==> config.mk <==
export PLATFORM = sky130hd
export DESIGN_NAME = if_fetch_unit_flat
export DESIGN_NICKNAME = d
export VERILOG_FILES = /design/src/rtl/if_fetch_unit_pkg.sv /design/src/rtl/if_fetch_unit_if.sv /design/src/rtl/if_fetch_unit_inst_fifo.sv /design/src/rtl/if_fetch_unit.sv /design/src/flat_wrapper.sv
export SDC_FILE = /design/constraint.sdc
export NUM_CORES = 1
export LEC_CHECK = 0
export CAP_MARGIN = 10
export CORE_AREA = 2 2 153 155
export CTS_CLUSTER_SIZE = 24
export DETAILED_ROUTE_END_ITERATION = 6
export DIE_AREA = 0 0 155 157
export PLACE_DENSITY = 0.69
export SYNTH_ARGS = -nofsm -noshare
export SYNTH_HDL_FRONTEND = slang
export SYNTH_HIERARCHICAL = 1
export SYNTH_SLANG_ARGS = --single-unit
==> constraint.sdc <==
create_clock -name cpu_clk -period 12.58 [get_ports cpu_clk]
set_input_delay 1.887 -clock cpu_clk [delete_from_list [all_inputs] [get_ports cpu_clk]]
set_output_delay 1.887 -clock cpu_clk [all_outputs]
set_load 0.02 [all_outputs]
==> src/rtl/if_fetch_unit_pkg.sv <==
// Shared types and constants for the IF fetch unit: FSM state encoding,
// boot vector default, fetch-buffer entry layout and a PC alignment helper.
package if_fetch_unit_pkg;

  // Fetch FSM: REQ issues when the buffer has room, WAIT holds an
  // outstanding read, DISCARD holds an outstanding read whose data is stale.
  typedef enum logic [1:0] {
    ST_REQ     = 2'd0,
    ST_WAIT    = 2'd1,
    ST_DISCARD = 2'd2
  } if_state_e;

  // LA32R boot vector.
  localparam logic [31:0] IF_RESET_PC_DEFAULT = 32'h1C00_0000;

  // One buffered fetch is a {pc, inst} pair.
  localparam int unsigned IF_ENTRY_W = 64;

  typedef struct packed {
    logic [31:0] pc;
    logic [31:0] inst;
  } if_entry_t;

  // Instruction addresses are word aligned; low two bits are forced to zero.
  function automatic logic [31:0] align_pc(input logic [31:0] addr);
    return {addr[31:2], 2'b00};
  endfunction

endpackage

==> src/rtl/if_fetch_unit_if.sv <==
// Bus bundle of the fetch unit: instruction-ROM read handshake on one side,
// {pc, inst} hand-off to the decode stage on the other.
// master = fetch unit, slave = ROM / decode environment.
interface if_fetch_unit_if;
  logic        irom_req;
  logic [31:0] irom_addr;
  logic        irom_ack;
  logic [31:0] irom_rdata;
  logic        id_valid;
  logic        id_ready;
  logic [31:0] id_pc;
  logic [31:0] id_inst;

  modport master (
    output irom_req, irom_addr, id_valid, id_pc, id_inst,
    input  irom_ack, irom_rdata, id_ready
  );

  modport slave (
    input  irom_req, irom_addr, id_valid, id_pc, id_inst,
    output irom_ack, irom_rdata, id_ready
  );
endinterface

==> src/rtl/if_fetch_unit_inst_fifo.sv <==
// First-word-fall-through buffer of {pc, inst} fetch entries.
// Head entry is visible combinationally while not empty. Flush empties the
// buffer and overrides a simultaneous push; a pop in the same cycle is
// simply absorbed by the flush. DEPTH must be a power of two, >= 2.
module if_fetch_unit_inst_fifo
  import if_fetch_unit_pkg::*;
#(
  parameter int unsigned DEPTH = 2
) (
  input  logic      cpu_clk,
  input  logic      cpu_rstn,
  input  logic      push,
  input  if_entry_t push_data,
  input  logic      pop,
  input  logic      flush,
  output logic      full,
  output logic      empty,
  output if_entry_t head_data
);

  localparam int unsigned AW = $clog2(DEPTH);

  // Pointers carry one extra wrap bit to tell full from empty.
  logic [AW:0]            wr_ptr_reg, rd_ptr_reg;
  logic [AW-1:0]          wr_idx, rd_idx;
  logic                   push_eff, pop_eff;
  logic [IF_ENTRY_W-1:0]  entry_q [DEPTH];

  assign wr_idx   = wr_ptr_reg[AW-1:0];
  assign rd_idx   = rd_ptr_reg[AW-1:0];
  assign empty    = (wr_ptr_reg == rd_ptr_reg);
  assign full     = (wr_ptr_reg[AW] != rd_ptr_reg[AW]) && (wr_idx == rd_idx);
  assign push_eff = push && !full && !flush;
  assign pop_eff  = pop && !empty && !flush;

  genvar gi;
  generate
    for (gi = 0; gi < DEPTH; gi++) begin : g_entry
      logic [IF_ENTRY_W-1:0] data_reg;

      // Storage slot gi: written only when the write pointer lands here.
      always_ff @(posedge cpu_clk) begin
        if (push_eff && (wr_idx == AW'(gi))) begin
          data_reg <= push_data;
        end
      end

      assign entry_q[gi] = data_reg;
    end
  endgenerate

  assign head_data = entry_q[rd_idx];

  // Pointer update; flush resets both pointers so the buffer reads empty.
  always_ff @(posedge cpu_clk or negedge cpu_rstn) begin
    if (!cpu_rstn) begin
      wr_ptr_reg <= '0;
      rd_ptr_reg <= '0;
    end else if (flush) begin
      wr_ptr_reg <= '0;
      rd_ptr_reg <= '0;
    end else begin
      if (push_eff) wr_ptr_reg <= wr_ptr_reg + 1'b1;
      if (pop_eff)  rd_ptr_reg <= rd_ptr_reg + 1'b1;
    end
  end

endmodule

==> src/rtl/if_fetch_unit.sv <==
// IF-stage front half: PC register, instruction-ROM request FSM, redirect
// handling and the {pc, inst} fetch buffer feeding decode.
// Optional feature macro: IF_PERF_CNT_EN adds fetch/stall performance counters.
module if_fetch_unit
  import if_fetch_unit_pkg::*;
#(
  parameter logic [31:0] RESET_PC   = IF_RESET_PC_DEFAULT,
  parameter int unsigned FIFO_DEPTH = 2
) (
  input  logic          cpu_clk,
  input  logic          cpu_rstn,
  output logic [31:0]   if_pc,
  input  logic [31:0]   npc,
  input  logic          jump_taken,
  if_fetch_unit_if.master bus
`ifdef IF_PERF_CNT_EN
  ,
  output logic [31:0]   perf_fetch_cnt,
  output logic [31:0]   perf_stall_cnt
`endif
);

  if_state_e   state_reg, state_next;
  logic [31:0] pc_reg, addr_reg;
  logic        started_reg;
  logic        req_c, push_c, pc_load_c;
  logic        fifo_full, fifo_empty, pop_c;
  if_entry_t   push_entry, head_entry;

  // The first cycle after reset never requests, so an ack that straggles
  // in from before the reset cannot be mistaken for a new fetch.
  always_comb begin
    state_next = state_reg;
    req_c      = 1'b0;
    push_c     = 1'b0;
    pc_load_c  = jump_taken;
    unique case (state_reg)
      ST_REQ: begin
        if (started_reg && !fifo_full) begin
          req_c = 1'b1;
          if (bus.irom_ack) begin
            push_c    = !jump_taken;
            pc_load_c = 1'b1;
          end else if (jump_taken) begin
            state_next = ST_DISCARD;
          end else begin
            state_next = ST_WAIT;
          end
        end
      end
      ST_WAIT: begin
        req_c = 1'b1;
        if (bus.irom_ack) begin
          push_c     = !jump_taken;
          pc_load_c  = 1'b1;
          state_next = ST_REQ;
        end else if (jump_taken) begin
          state_next = ST_DISCARD;
        end
      end
      ST_DISCARD: begin
        // Outstanding read belongs to a squashed path: swallow its data.
        req_c = 1'b1;
        if (bus.irom_ack) state_next = ST_REQ;
      end
      default: state_next = ST_REQ;
    endcase
  end

  // FSM state, PC and the address latched at issue (held while outstanding).
  always_ff @(posedge cpu_clk or negedge cpu_rstn) begin
    if (!cpu_rstn) begin
      state_reg   <= ST_REQ;
      pc_reg      <= align_pc(RESET_PC);
      addr_reg    <= align_pc(RESET_PC);
      started_reg <= 1'b0;
    end else begin
      state_reg   <= state_next;
      started_reg <= 1'b1;
      if (pc_load_c) pc_reg <= align_pc(npc);
      if ((state_reg == ST_REQ) && req_c) addr_reg <= pc_reg;
    end
  end

  assign if_pc         = pc_reg;
  assign bus.irom_req  = req_c;
  assign bus.irom_addr = (state_reg == ST_REQ) ? pc_reg : addr_reg;

  assign push_entry.pc   = pc_reg;
  assign push_entry.inst = bus.irom_rdata;
  assign pop_c           = bus.id_valid && bus.id_ready;

  if_fetch_unit_inst_fifo #(
    .DEPTH (FIFO_DEPTH)
  ) u_fifo (
    .cpu_clk   (cpu_clk),
    .cpu_rstn  (cpu_rstn),
    .push      (push_c),
    .push_data (push_entry),
    .pop       (pop_c),
    .flush     (jump_taken),
    .full      (fifo_full),
    .empty     (fifo_empty),
    .head_data (head_entry)
  );

  assign bus.id_valid = !fifo_empty;
  assign bus.id_pc    = head_entry.pc;
  assign bus.id_inst  = head_entry.inst;

`ifdef IF_PERF_CNT_EN
  logic [31:0] fetch_cnt_reg, stall_cnt_reg;

  // Fetched-instruction and stalled-cycle counters, free-running with wrap.
  always_ff @(posedge cpu_clk or negedge cpu_rstn) begin
    if (!cpu_rstn) begin
      fetch_cnt_reg <= '0;
      stall_cnt_reg <= '0;
    end else begin
      if (push_c) fetch_cnt_reg <= fetch_cnt_reg + 32'd1;
      if ((state_reg != ST_REQ) || fifo_full) stall_cnt_reg <= stall_cnt_reg + 32'd1;
    end
  end

  assign perf_fetch_cnt = fetch_cnt_reg;
  assign perf_stall_cnt = stall_cnt_reg;
`endif

endmodule

==> src/flat_wrapper.sv <==
// flat-port wrapper written by rule: the top's interface ports become plain ports
module if_fetch_unit_flat import if_fetch_unit_pkg::*;
#(
  parameter logic [31:0] RESET_PC   = IF_RESET_PC_DEFAULT,
  parameter int unsigned FIFO_DEPTH = 2
)
  (cpu_clk, cpu_rstn, if_pc, npc, jump_taken, bus_irom_req, bus_irom_addr, bus_id_valid, bus_id_pc, bus_id_inst, bus_irom_ack, bus_irom_rdata, bus_id_ready);
  if_fetch_unit_if bus_i ();
  input  logic cpu_clk;
  input  logic cpu_rstn;
  output logic [31:0] if_pc;
  input  logic [31:0] npc;
  input  logic jump_taken;
  output wire logic [$bits(bus_i.irom_req)-1:0] bus_irom_req;
  output wire logic [$bits(bus_i.irom_addr)-1:0] bus_irom_addr;
  output wire logic [$bits(bus_i.id_valid)-1:0] bus_id_valid;
  output wire logic [$bits(bus_i.id_pc)-1:0] bus_id_pc;
  output wire logic [$bits(bus_i.id_inst)-1:0] bus_id_inst;
  input wire logic [$bits(bus_i.irom_ack)-1:0] bus_irom_ack;
  input wire logic [$bits(bus_i.irom_rdata)-1:0] bus_irom_rdata;
  input wire logic [$bits(bus_i.id_ready)-1:0] bus_id_ready;
  assign bus_irom_req = bus_i.irom_req;
  assign bus_irom_addr = bus_i.irom_addr;
  assign bus_id_valid = bus_i.id_valid;
  assign bus_id_pc = bus_i.id_pc;
  assign bus_id_inst = bus_i.id_inst;
  assign bus_i.irom_ack = bus_irom_ack;
  assign bus_i.irom_rdata = bus_irom_rdata;
  assign bus_i.id_ready = bus_id_ready;
  if_fetch_unit #(.RESET_PC(RESET_PC), .FIFO_DEPTH(FIFO_DEPTH)) u_core (.cpu_clk(cpu_clk), .cpu_rstn(cpu_rstn), .if_pc(if_pc), .npc(npc), .jump_taken(jump_taken), .bus(bus_i));
endmodule
# Word-level counts from Yosys, hierarchy flattened

Index checks and enable logic that the tools add are counted.

Input bits: 69
Word-level logic and storage cells: 63
Output and inout bits: 130
Register bits: 191

Bitwise logic cells: 2
Muxes and demuxes: 23
Eq/ne operators: 9
$add $sub $neg: 2
$lt $le $gt $ge: 1
Reductions and logical operators: 18

Operators by type and width:

| operator              | number |
|---|---|
| $mux W64              | 3 |
| $mux W32              | 1 |
| $mux W2               | 10 |
| $logic_and A1 B1 Y1   | 10 |
| $pmux W1 S2           | 3 |
| $pmux W2 S3           | 1 |
| $mux W1               | 5 |
| $add A2 B1 Y2 const B | 2 |
| $ne A2 B2 Y1 const B  | 2 |
| $reduce_and A4 Y1     | 1 |
| $reduce_bool A2 Y1    | 2 |
| $logic_not A1 Y1      | 3 |
| $ne A3 B3 Y1 const B  | 1 |
| $eq A2 B1 Y1 const B  | 1 |
| $eq A2 B2 Y1          | 1 |
| $eq A2 B2 Y1 const B  | 1 |
| $ge A2 B2 Y1 const B  | 1 |
| $logic_not A2 Y1      | 1 |
| $ne A2 B1 Y1 const B  | 1 |
| $not A1 Y2            | 1 |
| $reduce_or A2 Y1      | 1 |
| $eq A1 B1 Y1          | 1 |
| $ne A1 B1 Y1          | 1 |
| $not A1 Y1            | 1 |

# Depth between registers and ports, before layout

Gate-level depths: netlist of run 1.

Depth after elaboration: 10
Depth in mapped cells: 10
Mapped depth without buffers: 8

# Cells and area by module

The synthesis of run 1 kept the hierarchy.

Modules (own cells, without submodules):

| module                  | seq. area each (um^2) | area each (um^2) | instances | cells an instance |
|---|---|---|---|---|
| if_fetch_unit_inst_fifo | 3943.8                | 4874.7           | 1         | 230 |
| if_fetch_unit           | 1584.0                | 2965.3           | 1         | 203 |

# Least setup slack after synthesis of run 1

Ideal clock, no wire load.

Path type: in2reg
From: input bus_irom_ack
To: register u_core.u_fifo.g_entry[0].data_reg[0] (enable)
Data required time: 11914 ps
Slack: 2911 ps
Stages on the path: 3
Path buffers: 0
Arrival time: 9003 ps
Library setup time: 666 ps
Path through: inv_1 -> nor3_1 -> nor4b_1

Cells in the longest elaborated chain, start to end: 6

RTL lines:

| what                                | RTL line                                 | source |
|---|---|---|
| from (decl)                         | flat_wrapper.sv:19                       | `input wire logic [$bits(bus_i.irom_ack)-1:0] bus_irom_ack;` |
| $mux W1 *                           | if_fetch_unit.sv:41, if_fetch_unit.sv:53 |  |
| $mux W1                             | if_fetch_unit.sv:39                      | `if (started_reg && !fifo_full) begin` |
| $pmux W1 S2 *                       | if_fetch_unit.sv:37                      | `unique case (state_reg)` |
| via u_core.push_c                   | if_fetch_unit.sv:26                      | `logic req_c, push_c, pc_load_c;` |
| $logic_and A1 B1 Y1 * (2 in series) | if_fetch_unit_inst_fifo.sv:33            | `assign push_eff = push && !full && !flush;` |
| $logic_and A1 B1 Y1 *               | if_fetch_unit_inst_fifo.sv:43            | `if (push_eff && (wr_idx == AW'(gi))) begin` |
| to (signal assigned)                | if_fetch_unit_inst_fifo.sv:44            | `data_reg <= push_data;` |
| to (decl)                           | if_fetch_unit_inst_fifo.sv:39            | `logic [IF_ENTRY_W-1:0] data_reg;` |

The timed path passes the listed nets; every way through them passes the cells marked *.
A chain may end at the register's enable or synchronous reset.

# Worst setup path in the final report of run 1

From: register u_core.state_reg[0]
To: output bus_irom_req

Cells in the longest elaborated chain, start to end: 3
Elaborated cells on any way between the ends: 5
Those cells by class: 2 x eq/ne; 1 x mux; 2 x reduce/logical

RTL lines:

| what                                                | RTL line            | source |
|---|---|---|
| from (decl)                                         | if_fetch_unit.sv:23 | `if_state_e state_reg, state_next;` |
| from (signal assigned)                              | if_fetch_unit.sv:78 | `state_reg <= state_next;` |
| $eq A2 B1 Y1 / $eq A2 B2 Y1 (equally long branches) | if_fetch_unit.sv:37 |  |
| $reduce_or A2 Y1 (no line)                          | -                   |  |
| $pmux W1 S2 *                                       | if_fetch_unit.sv:37 |  |
| to (decl)                                           | flat_wrapper.sv:14  | `output wire logic [$bits(bus_i.irom_req)-1:0] bus_irom_req;` |

Mark *: on every way between the ends. The rest lies on a longest branch, timed or not.

==> flow_summary.toml, run 1 <==
[place]
place_inst = 897
port_buffers = 192
hpwl_um = 10400
place_congestion = 0.738

[clock_network]
ctsHoldBuffers = 0
postCtsSetupRepairBufs = 0
cts_tree = "yes"
cts.clk_slew.worst_paths_ns = 0.07
h-tree-depth = 4
clockBufferDepth = 2
clock_latency_ns = 0.42
ctsResizeCount = 0
cts_buffers = 17
numClockSinks = 195
cts_root_buffer = "clkbuf_16"

[global_route]
grt_overflow = 0
antenna_found_initial = 0
first_global_vias = 4752
grt_pass1_wl_um = 25800
grt_use_total = 0.138
grt_max_degree = 73

[sta]
fin_skew_ns = 0.00814
drv_slew = 0
timing.slew.headroom = 0.263
holdWs_ns = 0.505
setup_viol = 0
tightest_slew_ns = 1.11
fmax_mhz = 201
period_needed_ns = 4.98
rsz0062_at_grt = "false"
fin_tns_setup_ns = 0
post-route-period-util = 0.396
finalHoldViolCount = 0

[synth]
synth_cells = 433
yosys_most_used_dff = "edfxtp_1"
synth_top_cell_by_area = "edfxtp_1"
synth_edf_count = 128
yosysTopAreaCellShare = 0.490
yosysWarnings = 6
ys_seq_area_frac = 0.705
ys_ff_latch = 195
synthArstFlopShare = 0.344
syn_area_per_cell_sq_um = 18.1
synth_top_cells_by_area = "edfxtp_1 (49%), mux2_2 (22%), dfrtp_1 (19%), dfstp_2 (2.0%), buf_4 (0.96%)"
syn-cell-area_sq_mm = 0.00784
yosysUniqueCellTypes = 39

[layout]
postLayoutCoreUtil = 0.475
drive_above_1_share = 0.313
largest_register_ffs = 128
area_growth_pct = 36.5
nets = 707
stdcell_count = 931
fillers = 1920

[power_and_ir_drop]
totalPowerFinal_mw = 2.36
power_frac_seq = 0.391
clkPwrFrac = 0.241
powerDensity_mw_per_mm2 = 220
p_switching_mw = 0.746
vdd_drop_max_uv = 135
p_int_mw = 1.61
p_leak_nw = 3.81
p_comb_frac = 0.368
netSwitchingFraction = 0.317

[critical_path]
crit_path_start_kind = "flip-flop"
cp.arrival_ns = 3.09
crit_type = "reg2out"
endpoint_kind = "output pin"
reg2reg_from = "u_core/state_reg[0]"
worstPathMaxFanout = 37
timing.rr.end = "u_core/u_fifo/g_entry[1].data_reg[54]"
reg2regPathDepth = 6
cp.required_ns = 10.69
r2r_setup_slack_ns = 8.59

[routing]
vias = 4373
route.detailed.drc = 0
vias_per_cell = 4.70
totalWireLength_um = 16800
postRouteAntennaNets = 0
drtPass1Iterations = 4
wire_per_inst_um = 18.0
drtIter0Drc = 147

[hold_path]
hold_class = "reg2reg"
hold_end = "u_core/addr_reg[11]"
hp-start = "u_core/addr_reg[11]"
hold_depth = 1

[flow_run]
drv_cap = 0

[die]
start_util = 0.348
fp-row-count = 55
die_w_um = 155
ios = 199
dieArea_sq_mm = 0.0243
core_sq_mm = 0.0225
die_h_um = 157

[outcome]
outcome = "finished, final reports clean"
-- final cells by class --
type / count / area [sq um] / area share
sequential: 195 / 5530 / 0.517
multi-input combinational: 217 / 2200 / 0.205
timing repair buffer: 196 / 1970 / 0.184
clock buffer: 17 / 425 / 0.0398
tap: 285 / 357 / 0.0333
clock inverter: 15 / 198 / 0.0185
inverter: 5 / 18.8 / 0.00175
antenna: 1 / 2.50 / 0.000234
-- layout by cell type (no fill, tap or decap), drive strengths merged, types with 2 or more instances in the layout --
cell type	count
clkdlybuf4s50	191
mux2	155
edfxtp	128
dfrtp	61
clkbuf	17
nor2	10
inv	10
conb	9
dfstp	6
ha	6
buf	5
clkinv	4
bufinv	3
clkinvlp	3
nand2b	3
nand2	3
a21oi	3
o21ai	3
nor2b	2
nor3b	2
a211oi	2
xor2	2
nand3	2
a221oi	2
a311oi	2
-- routing by layer --
metal	global-route usage	share of wire	vias up
li1	-	-	2018
met1	0.162	0.41	2202
met2	0.243	0.51	138
met3	0.0452	0.066	15
met4	0.0406	0.014	0
met5	0	0	-
-- cells in the mapped netlist, types with 3 or more instances --
master,instances
dfrtp_1,61
a21oi_1,3
buf_6,3
mux2_2,150
mux2_1,5
edfxtp_1,128
ha_1,6
nand2b_1,3
buf_2,8
dfstp_2,6
nor2_1,10
buf_4,10
nand2_1,3
inv_1,5
-- cell families (layout without fill, tap and decap cells) --
| kind of cell | after synthesis | after routing | share of synthesized area |
|---|---|---|---|
| XOR/XNOR | 3 | 3 | 0.00335 |
| buffers and inverters | 28 | 233 | 0.0223 |
| multiplexers | 156 | 156 | 0.224 |
| adder cells (fa/ha/maj) | 6 | 6 | 0.00958 |
| flip-flops | 195 | 195 | 0.705 |
| AO/OA/AOI/OAI | 15 | 15 | 0.0153 |
| AND/OR/NAND/NOR | 28 | 28 | 0.0195 |
| other | 2 | 10 | 0.000958 |
-- power by group through the flow --
stage / Clock, mW / Sequential [mW] / Combinational [mW]
floorplan: 0 / 0.959 / 0.460
global placement: 0 / 0.922 / 0.843
detailed placement: 0 / 0.936 / 0.859
CTS: 0.589 / 0.923 / 0.864
global route: 0.613 / 0.943 / 0.920
finish: 0.568 / 0.922 / 0.866
-- metrics by stage --
stage	setup slack, ns	instance area (sq um)
2_1_floorplan	2.91	7870
3_3_place_gp	7.95	10000
3_5_place_dp	7.83	10000
4_1_cts	7.53	10700
5_1_grt	7.34	10700
6_report	7.60	10700
-- critical path: stages (launching register included) --
cell             delay, ns
dfrtp_1               0.42
inv_1                 0.15
ha_2                  0.90
and3b_1               0.39
nor2_1                0.06
nor2_1                0.09
clkdlybuf4s50_1       0.67
-- worst max-delay path by stage --
stage,slack [ns],end,start
6_report,7.60,bus_irom_req,u_core/state_reg[0]
5_1_grt,7.34,bus_irom_req,u_core/state_reg[0]
4_1_cts,7.53,bus_irom_req,u_core/state_reg[0]
3_5_place_dp,7.83,u_core/u_fifo/g_entry[1].data_reg[10],jump_taken
3_3_place_gp,7.95,u_core/u_fifo/g_entry[1].data_reg[17],jump_taken
2_1_floorplan,2.91,u_core/u_fifo/g_entry[0].data_reg[0],bus_irom_ack
No activity file was read; power rests on OpenSTA's default activity.
==> run 2: changes to the inputs <==
--- a/config.mk
+++ b/config.mk
@@ -10,7 +10,7 @@
 export CTS_CLUSTER_SIZE = 24
 export DETAILED_ROUTE_END_ITERATION = 6
 export DIE_AREA = 0 0 155 157
-export PLACE_DENSITY = 0.69
+export PLACE_DENSITY = 0.71
 export SYNTH_ARGS = -nofsm -noshare
 export SYNTH_HDL_FRONTEND = slang
 export SYNTH_HIERARCHICAL = 1
==> constraint.sdc (replaced) <==
create_clock -name cpu_clk -period 4.4 [get_ports cpu_clk]
set_input_delay 0.66 -clock cpu_clk [delete_from_list [all_inputs] [get_ports cpu_clk]]
set_output_delay 0.66 -clock cpu_clk [all_outputs]
set_load 0.02 [all_outputs]
==> flow_summary.toml, run 2 (synthesized netlist as in run 1, its figures left out) <==
[die]
dieArea_sq_mm = 0.0243
die_w_um = 155
fp-row-count = 55
ios = 199
die_h_um = 157
start_util = 0.348
core_sq_mm = 0.0225

[layout]
layout_common_cells = "clkdlybuf4s50_1 (191), mux2_2 (150), edfxtp_1 (128), dfrtp_1 (60), clkbuf_16 (17)"
area_growth_pct = 35.8
final_common_cell = "clkdlybuf4s50_1"
fillers = 1904
nets = 710
postLayoutCoreUtil = 0.473
drive_above_1_share = 0.313
largest_register_ffs = 128

[routing]
drtIter0Drc = 143
route.detailed.drc = 0
postRouteAntennaNets = 0
wire_per_inst_um = 17.8
vias = 4404
drtPass1Iterations = 3
vias_per_cell = 4.72
totalWireLength_um = 16600

[sta]
setup_viol = 0
period_needed_ns = 3.33
drv_slew = 0
tightest_slew_ns = 1.17
fmax_mhz = 301
finalHoldViolCount = 0
rsz0062_at_grt = "false"
fin_tns_setup_ns = 0
timing.slew.headroom = 0.216
post-route-period-util = 0.756
fin_skew_ns = 0.00845

[flow_run]
drv_cap = 0

[critical_path]
cp_top_family = "simple AND/OR/NAND/NOR gates"
cp_cell_sequence = "xnor2_1 > nor2_1 > and3b_1 > nor2_1 > nor3_1 > and4b_4 > buf_12"
crit_slowest_cell = "and4b_4"
crit_type = "reg2reg"
endpoint_kind = "flip-flop"
slowest_delay_ns = 0.75
worstPathMaxFanout = 34
cp_common_cell = "nor2_1"
cp.required_ns = 4.51
cp.arrival_ns = 3.44
worst-path-buf-inv = 1
crit_path_start_kind = "flip-flop"

[global_route]
first_global_vias = 4821
grt_use_total = 0.139
grt_pass1_wl_um = 26000
grt_overflow = 0
grt_max_degree = 72
antenna_found_initial = 3

[power_and_ir_drop]
p_leak_nw = 3.79
vdd_drop_max_uv = 402
powerDensity_mw_per_mm2 = 611

[place]
place_congestion = 0.740
port_buffers = 192
hpwl_um = 10800

[clock_network]
clock_latency_ns = 0.42
h-tree-depth = 4
cts_buffers = 17
cts.clk_slew.worst_paths_ns = 0.07
postCtsSetupRepairBufs = 0
cts_tree = "yes"
numClockSinks = 195
ctsHoldBuffers = 0
clockBufferDepth = 2
cts_root_buffer = "clkbuf_16"
ctsResizeCount = 0

[hold_path]
hold_class = "in2async"

[outcome]
outcome = "finished, final reports clean"
## run 2: cell types whose count changed in the layout (fill, tap and decap cells not counted), moves of 2 or more
cell       previous run  this run
clkinv_1              0         2
bufinv_16             3         0
inv_8                 4         2
clkinv_4              3         5
buf_4                 4         6
## run 2: worst paths after layout
check	startpoint	endpoint	slack, ns	cells after the start
min in group cpu_clk	u_core/addr_reg[6]	u_core/addr_reg[6]	0.50	1
setup reg to reg	u_core/u_fifo/rd_ptr_reg[1]	u_core/u_fifo/g_entry[1].data_reg[33]	1.07	7
setup / recovery	u_core/u_fifo/rd_ptr_reg[1]	u_core/u_fifo/g_entry[1].data_reg[33]	1.07	7
hold / removal	cpu_rstn	u_core/if_pc[23]	0.26	1
max in group asynchronous	cpu_rstn	u_core/addr_reg[14]	3.13	2
hold reg to reg	u_core/addr_reg[6]	u_core/addr_reg[6]	0.50	1
## run 2: layout make-up
cell class / instances / area (sq um) / area share
Antenna cell: 1 / 2.50 / 0.000235
Clock buffer: 17 / 425 / 0.0399
Multi-Input combinational cell: 217 / 2210 / 0.207
Tap cell: 285 / 357 / 0.0335
Clock inverter: 15 / 128 / 0.0120
Timing Repair Buffer: 199 / 1980 / 0.186
Sequential cell: 195 / 5530 / 0.519
Inverter: 5 / 18.8 / 0.00176
## run 2: stage by stage
step	hold slack (ns)	instance area (sq um)	instances	setup WS [ns]	power [mW]
after floorplan	0.364	7880	440	0.205	4.06
after global placement	0.475	10100	901	1.12	5.04
after detailed placement	0.482	10100	901	0.951	5.13
after CTS	0.272	10600	933	1.08	6.60
after global routing	0.295	10700	934	0.909	6.83
final	0.265	10700	934	1.07	6.51
## run 2: per-layer routing
| layer | routed length [um] | share of wire | GRT usage | vias to the layer above |
|---|---|---|---|---|
| met5 | 33 | 0.0020 | 0 | - |
| met2 | 8460 | 0.51 | 0.247 | 130 |
| met1 | 6810 | 0.41 | 0.160 | 2230 |
| met3 | 1010 | 0.061 | 0.0432 | 19 |
| li1 | - | - | - | 2021 |
| met4 | 281 | 0.017 | 0.0494 | 4 |
## run 2: power breakdown
part           total (mW)  internal [mW]  switching (mW)
clock network        1.45          0.739           0.710
registers            2.63           2.37           0.257
logic                2.43           1.29            1.14
total                6.51           4.40            2.11
==> run 3: changes to the inputs <==
==> constraint.sdc (replaced) <==
create_clock -name cpu_clk -period 2.7 [get_ports cpu_clk]
set_input_delay 0.405 -clock cpu_clk [delete_from_list [all_inputs] [get_ports cpu_clk]]
set_output_delay 0.405 -clock cpu_clk [all_outputs]
set_load 0.02 [all_outputs]
==> flow_summary.toml, run 3 (synthesized netlist as in run 1, its figures left out) <==
[power_and_ir_drop]
netSwitchingFraction = 0.324
clkPwrFrac = 0.230
power_frac_seq = 0.409
p_switching_mw = 3.40
vdd_drop_max_uv = 655
powerDensity_mw_per_mm2 = 975
p_comb_frac = 0.361
p_leak_nw = 3.88
p_int_mw = 7.09

[sta]
fmax_mhz = 381
timing.slew.headroom = 0.531
post-route-period-util = 0.971
drv_slew = 0
fin_skew_ns = 0.00856
finalHoldViolCount = 0
setup_viol = 0
rsz0062_at_grt = "false"
tightest_slew_ns = 0.704
period_needed_ns = 2.62

[critical_path]
worstPathMaxFanout = 71
cp.required_ns = 2.30
cp.arrival_ns = 2.22
crit_path_start_kind = "flip-flop"
endpoint_kind = "output pin"
crit_type = "reg2out"

[layout]
drive_above_1_share = 0.324
stdcell_area_sq_mm = 0.0108
layout_common_cells = "clkdlybuf4s50_1 (160), mux2_2 (150), edfxtp_1 (128), dfrtp_1 (60), dlygate4sd2_1 (30)"
stdcell_count = 942
final_common_cell = "clkdlybuf4s50_1"
largest_register_ffs = 128
antenna_cells = 0
fillers = 1912
nets = 719
area_growth_pct = 37.1

[routing]
wire_per_inst_um = 17.5
route.detailed.drc = 0
drtPass1Iterations = 4
postRouteAntennaNets = 0
vias_per_cell = 4.70
vias = 4429
drtIter0Drc = 156
totalWireLength_um = 16500

[clock_network]
clock_latency_ns = 0.42
cts_tree = "yes"
ctsHoldBuffers = 0
ctsResizeCount = 30
clockBufferDepth = 2
cts_root_buffer = "clkbuf_16"
cts.clk_slew.worst_paths_ns = 0.07
numClockSinks = 195
h-tree-depth = 4
postCtsSetupRepairBufs = 0
cts_buffers = 17

[die]
die_w_um = 155
die_h_um = 157
core_sq_mm = 0.0225
ios = 199
fp-row-count = 55
dieArea_sq_mm = 0.0243
start_util = 0.348

[place]
place_inst = 910
place_congestion = 0.761
port_buffers = 192
hpwl_um = 11100
place_area_sq_mm = 0.0102

[global_route]
grt_pass1_wl_um = 25600
grt_use_total = 0.137
first_global_vias = 4823
grt_max_degree = 72
antenna_found_initial = 0
grt_overflow = 0

[flow_run]
drv_cap = 0

[outcome]
outcome = "finished, final reports clean"

[hold_path]
hold_class = "in2async"
## run 3: cell count changes in the layout (fill, tap and decap cells not counted), sizes merged, moves of 3 or more
cell           change
clkbuf             +3
clkinvlp           +3
dlygate4sd2       +30
buf               +10
clkinv             -7
clkdlybuf4s50     -31
## run 3: metrics by stage
stage / hold slack, ns / setup TNS (ns) / setup WS (ns) / total power, mW / util
floorplan: 0.109 / -94.16 / -1.31 / 6.61 / -
global placement: 0.473 / 0 / 0.332 / 8.29 / 0.454
detailed placement: 0.479 / 0 / 0.253 / 8.44 / 0.454
CTS: 0.0428 / 0 / 0.0704 / 10.6 / 0.478
global route: 0.0740 / 0 / 0.0131 / 11.0 / 0.478
finish: 0.0327 / 0 / 0.0783 / 10.5 / 0.478
## run 3: power groups by stage
stage               clock (mW)  sequential (mW)  combinational [mW]
finish                    2.41             4.29                3.78
global route              2.62             4.39                4.02
CTS                       2.48             4.30                3.85
detailed placement           0             4.36                4.08
global placement             0             4.29                4.00
floorplan                    0             4.46                2.15
## run 3: area by class of cell
type                            instances  area [sq um]  share of cell area
Sequential cell                       195          5530               0.514
Multi-Input combinational cell        217          2210               0.206
Timing Repair Buffer                  208          2070               0.193
Clock buffer                           20           437              0.0406
Tap cell                              285           357              0.0332
Clock inverter                         12           125              0.0116
Inverter                                5          18.8             0.00175
## run 3: layer usage
metal	global-route usage	vias up	wire length, um
li1	-	2048	-
met1	0.156	2232	6730
met2	0.249	136	8580
met3	0.0394	13	963
met4	0.0445	0	232
met5	0	-	0
## run 3: path summary, 6_finish.rpt
check / startpoint / endpoint / slack [ns] / cells after the start
setup / recovery: u_core/u_fifo/rd_ptr_reg[0] / bus_id_inst[26] / 0.08 / 3
hold / removal: cpu_rstn / u_core/addr_reg[20] / 0.03 / 1
setup reg to reg: u_core/u_fifo/rd_ptr_reg[0] / u_core/u_fifo/g_entry[0].data_reg[16] / 0.23 / 7
hold reg to reg: u_core/addr_reg[6] / u_core/addr_reg[6] / 0.49 / 1
max in group asynchronous: cpu_rstn / u_core/u_fifo/rd_ptr_reg[0] / 1.99 / 2
min in group cpu_clk: u_core/addr_reg[6] / u_core/addr_reg[6] / 0.49 / 1
## run 3: worst max-delay path, stage by stage, from the launching register on
cell	delay, ns
dfrtp_4	0.43
buf_12	0.27
mux2_2	0.39
clkdlybuf4s50_1	0.57
